File: src/rtl/channel_proc.sv
// channel_proc: four 4-bit channel values for the VGA control path.
// The board switches SW1:SW0 select one channel. A command write
// (address/data/valid) loads the selected channel, and an edge-detected
// "add" request increments it. Every update of the selected value is
// presented on data_out with a one-cycle data_out_valid strobe.
// Optional build macro SATURATE_ADD_EN: when defined, add stops at the
// all-ones value instead of wrapping to zero.
module channel_proc #(
    parameter logic [3:0] CMD_ADDR = 4'h2,
    parameter int          WIDTH    = 4
) (
    input  logic             clk,
    input  logic             rst,
    input  logic             SW0,
    input  logic             SW1,
    input  logic             add,
    input  logic [3:0]       address,
    input  logic [WIDTH-1:0] data,
    input  logic             valid,
    output logic             ack,
    output logic [WIDTH-1:0] data_out,
    output logic             data_out_valid,
    output logic [1:0]       channel
);

    logic [1:0]       swMeta_q;
    logic [1:0]       swSync_q;
    logic [1:0]       selPrev_q;
    logic             validS_q;
    logic             validDly_q;
    logic             addS_q;
    logic             addDly_q;
    logic [3:0]       addrS_q;
    logic [WIDTH-1:0] dataS_q;
    logic [WIDTH-1:0] chan_q [4];
    logic [WIDTH-1:0] chan_d [4];
    logic             ack_q;
    logic             ack_d;
    logic [WIDTH-1:0] dataOut_q;
    logic [WIDTH-1:0] dataOut_d;
    logic             dataOutValid_q;
    logic             dataOutValid_d;

    logic [1:0]       sel;
    logic             cmdEvent;
    logic             cmdHit;
    logic             addEvent;
    logic             selChanged;
    logic [WIDTH-1:0] curVal;
    logic [WIDTH-1:0] incVal;

    // The select is the synchronized switch value. Events are rising edges
    // of the sampled strobes, compared against a one-cycle delayed copy.
    assign sel        = swSync_q;
    assign cmdEvent   = validS_q & ~validDly_q;
    assign cmdHit     = cmdEvent && (addrS_q == CMD_ADDR);
    assign addEvent   = addS_q & ~addDly_q;
    assign selChanged = (swSync_q != selPrev_q);
    assign curVal     = chan_q[sel];

`ifdef SATURATE_ADD_EN
    assign incVal = (curVal == {WIDTH{1'b1}}) ? curVal : WIDTH'(curVal + 1'b1);
`else
    assign incVal = WIDTH'(curVal + 1'b1);
`endif

    // Next-state: a command hit outranks an add, and an add outranks a plain select reload.
    always_comb begin
        chan_d         = chan_q;
        ack_d          = 1'b0;
        dataOut_d      = dataOut_q;
        dataOutValid_d = 1'b0;
        if (cmdHit) begin
            chan_d[sel]    = dataS_q;
            ack_d          = 1'b1;
            dataOut_d      = dataS_q;
            dataOutValid_d = 1'b1;
        end else if (addEvent) begin
            chan_d[sel]    = incVal;
            dataOut_d      = incVal;
            dataOutValid_d = 1'b1;
        end else if (selChanged) begin
            dataOut_d      = curVal;
            dataOutValid_d = 1'b1;
        end
    end

    // Registers: input sampling, switch synchronizer, channel store and outputs.
    always_ff @(posedge clk) begin
        if (rst) begin
            swMeta_q       <= 2'b00;
            swSync_q       <= 2'b00;
            selPrev_q      <= 2'b00;
            validS_q       <= 1'b0;
            validDly_q     <= 1'b0;
            addS_q         <= 1'b0;
            addDly_q       <= 1'b0;
            addrS_q        <= '0;
            dataS_q        <= '0;
            for (int i = 0; i < 4; i++) begin
                chan_q[i] <= '0;
            end
            ack_q          <= 1'b0;
            dataOut_q      <= '0;
            dataOutValid_q <= 1'b0;
        end else begin
            swMeta_q       <= {SW1, SW0};
            swSync_q       <= swMeta_q;
            selPrev_q      <= swSync_q;
            validS_q       <= valid;
            validDly_q     <= validS_q;
            addS_q         <= add;
            addDly_q       <= addS_q;
            addrS_q        <= address;
            dataS_q        <= data;
            chan_q         <= chan_d;
            ack_q          <= ack_d;
            dataOut_q      <= dataOut_d;
            dataOutValid_q <= dataOutValid_d;
        end
    end

    assign ack            = ack_q;
    assign data_out       = dataOut_q;
    assign data_out_valid = dataOutValid_q;
    assign channel        = swSync_q;

endmodule

File: config.mk
export PLATFORM = sky130hd
export DESIGN_NAME = channel_proc
export DESIGN_NICKNAME = d
export VERILOG_FILES = /design/src/rtl/channel_proc.sv
export SDC_FILE = /design/constraint.sdc
export NUM_CORES = 1
export LEC_CHECK = 0
export ABC_AREA = 0
export CAP_MARGIN = 20
export CORE_MARGIN = 4
export CORE_UTILIZATION = 53
export DETAILED_ROUTE_END_ITERATION = 6
export PLACE_DENSITY = 0.78
export SETUP_SLACK_MARGIN = 0.2
export SYNTH_ARGS = -nofsm -noshare
export SYNTH_HDL_FRONTEND = slang
export SYNTH_SLANG_ARGS = --single-unit
File: constraint.sdc
create_clock -name clk -period 2.6 [get_ports clk]
set_input_delay 0.26 -clock clk [delete_from_list [all_inputs] [get_ports clk]]
set_output_delay 0.26 -clock clk [all_outputs]
set_load 0.1 [all_outputs]
==> key figures <==
Run status
  • Status: complete, no violations

Route
  • Pre-Repair DR Iteration Count: 4
  • Routed length per placed instance: 15.4 µm
  • Routed Antenna Nets: 0
  • DRC violation count after routing: 0
  • Vias per cell: 5.69
  • Via count: 1195
  • DR iter-0 viols: 93
  • Final WL: 3.24 mm

Worst setup path
  • R2r endpoint: chan_q[9]
  • Crit Path Max Fanout: 12
  • Crit path required time: 2.88 ns
  • RR Startpoint: channel[0]
  • Critical Path End Type: flip-flop
  • Slowest stage delay, CP: 0.69 ns
  • CP max-delay cell: mux4_1
  • Worst-case reg-to-reg path depth: 5
  • CP Cell Sequence: mux4_1 -> ha_1 -> mux2i_1 -> or2_2 -> a21oi_1
  • CP delay by family, top: multiplexers
  • Worst reg-to-reg setup slack: 0.43 ns
  • CP Data Arrival Time: 2.46 ns
  • Critical path startpoint category: flip-flop
  • Crit Path Class: reg -> reg
  • WP buf/inv: 0

GRT
  • Largest net degree at the start of global routing: 22
  • Initial antenna violation count: 0
  • Vias in the first global route: 1203
  • Gr usage total: 18.0%
  • Grt total ovfl: 0
  • First-pass GRT wire length: 5.50 mm

Synthesis
  • Post-synth EDFFs: 0
  • Syn Area/Cell: 10.1 µm²
  • Post-synthesis register bit count: 40
  • Synth top area share: 50.2%
  • Cell Area, Synth: 1600 µm²
  • Register area share after synthesis: 50.2%
  • Area leader, netlist: dfxtp_1
  • Top post-synthesis cells by area: dfxtp_1 (50%), nor2b_1 (7.5%), mux4_2 (4.2%)
  • Most frequent cell after synthesis: dfxtp_1
  • Net Count, Synth: 173
  • Mapped Cells: 158
  • Ys flop type: dfxtp_1
  • Number of distinct library cells after synthesis: 37
  • Asr flop ratio synth: 0%
  • Commonest cells post-synth: dfxtp_1 (40), nor2b_1 (19), nor2_1 (15)
  • YS warnings: 0

Final layout
  • Fin area: 1860 µm²
  • FILL cells: 236
  • N_diodes: 0
  • Area Overhead vs Synth: 16.3%
  • Nets: 194
  • Share of cells above drive strength 1: 15.6%

STA
  • Min Tclk post-route: 2.17 ns
  • Skew final: 0.00895 ns
  • Final worst slack: 0.426 ns
  • Worst-margin pin slew: 0.658 ns
  • RSZ-0062 raised after global routing: no
  • Fin crit share: 83.6%
  • Relative slew slack: 56.0%
  • Final count of pins violating max slew: 0
  • Max Clock Freq: 0.460 GHz
  • Final Hold Viols: 0
  • Hold slack: 0.449 ns
  • Finish-stage setup viols: 0
  • Setup_tns: 0 ns

Power and ir drop
  • Peak VDD IR: 0.346 mV
  • Leakage: 0.000720 µW
  • Pwr Total: 1170 µW
  • Pwr dens: 631 nW/µm²

Placed design
  • Routability cong.: 0.803
  • Placed wire-length estimate: 2.33 mm
  • Post-Place Worst Slack: 0.456 ns
  • Port Buf Inserts: 21
  • Placed inst area: 1790 µm²

Hold path
  • HP Start: swMeta_q[0]
  • HP Class: reg -> reg
  • Hold path depth: 1
  • Hold Path Sink: channel[0]

Floorplan
  • Die W: 62.9 µm
  • Die Ht: 62.9 µm
  • Rows: 19
  • Die area: 3950 µm²
  • Core ar.: 2810 µm²
  • Io pins: 22
  • Initial core utilization: 56.9%

CTS
  • Clock Tree Buf Depth: 2
  • Num CTS Buffers: 5
  • Later-pin clock latency in the skew report: 0.34 ns
  • H-tree depth: 2
  • Worst-path clk slew: 0.11 ns
  • Cts hold-fix bufs: 0
  • Postcts setup bufs: 0
  • Post-cts sizing count: 0
  • TritonCTS Sinks: 40
  • Clock root buffer: clkbuf_4
  • CTS tree: done

Run
  • Max cap viols: 0
where the power goes:
group | switching [µW] | leakage, µW | internal [µW]
clock network | 187 | 0.0000374 | 153
registers | 15.5 | 0.000328 | 637
logic | 117 | 0.000354 | 61.8
total | 319 | 0.000720 | 852
sequential cells by signal, indices dropped and copies added, names as in the netlist:
register,cells
data_out,4
data_out_valid,1
addrS_q,4
ack,1
validS_q,1
selPrev_q,2
chan_q,16
dataS_q,4
channel,2
validDly_q,1
addS_q,1
addDly_q,1
swMeta_q,2
placed cells by master, fill, tap and decap left out, types with 2 or more instances in the layout:
cell	netlist	layout
a211oi_1	2	2
a21oi_1	8	8
a311oi_1	5	5
buf_4	1	9
clkbuf_4	0	5
clkbuf_8	0	2
clkdlybuf4s50_1	0	13
dfxtp_1	40	38
dfxtp_2	0	2
mux2i_1	5	5
mux4_2	3	3
nand2_1	13	13
nand3_1	2	2
nand3b_1	5	5
nor2_1	15	15
nor2b_1	19	19
o21ai_0	2	2
o21ai_1	7	7
or2_2	3	3
xnor2_1	2	2
xor2_1	2	2
area by class of cell:
cell class / count / area, µm² / share of cell area (%)
clock buffers: 7 / 65.1 / 3.51
multi-input cells: 109 / 747 / 40.3
inverters: 1 / 3.75 / 0.202
repair buffers: 22 / 198 / 10.7
flip-flops and latches: 40 / 803 / 43.3
well taps: 31 / 38.8 / 2.09
worst reg2reg max path, delay by kind of cell (launching register included):
| kind | cells | cell delay, ns |
|---|---|---|
| AOI/OAI and AO/OA | 1 | 0.11 |
| adders and majority gates | 1 | 0.35 |
| DFF | 1 | 0.51 |
| muxes | 2 | 0.81 |
| and+or+nand+nor | 1 | 0.34 |
per-stage QoR:
stage | std cells | utilization [%]
2_1_floorplan | 158 | -
3_3_place_gp | 203 | 63.8
3_5_place_dp | 203 | 63.8
4_1_cts | 210 | 66.1
5_1_grt | 210 | 66.1
6_report | 210 | 66.1
how the worst max path moves through the flow:
stage / slack, ns / to / cells past startpoint / startpoint
4_1_cts: 0.43 / chan_q[9] / 5 / channel[0]
6_report: 0.43 / chan_q[9] / 5 / channel[0]
3_5_place_dp: 0.46 / chan_q[9] / 5 / channel[0]
3_3_place_gp: 0.53 / chan_q[9] / 5 / channel[0]
5_1_grt: 0.29 / chan_q[5] / 5 / channel[0]
2_1_floorplan: 0.35 / chan_q[5] / 6 / channel[0]
routing by layer:
layer	wire [µm]	track usage, %	part of all wire (%)	vias to the layer above
li1	-	-	-	596
met1	1390	22.3	43	560
met2	1630	27.5	50	35
met3	181	7.19	5.6	4
met4	35	7.99	1.1	0
met5	0	0	0	-
cells by family (layout without fill, tap and decap cells):
group / Yosys count / in the layout / share of synthesized area [%]
simple gates: 64 / 64 / 22.1
xor+xnor: 4 / 4 / 2.20
fa+ha+maj: 1 / 1 / 0.784
buf+inv: 9 / 30 / 2.98
mux: 10 / 10 / 9.73
flops: 40 / 40 / 50.2
compound gates: 30 / 30 / 12.0
Power figures use the tool's default switching activity.
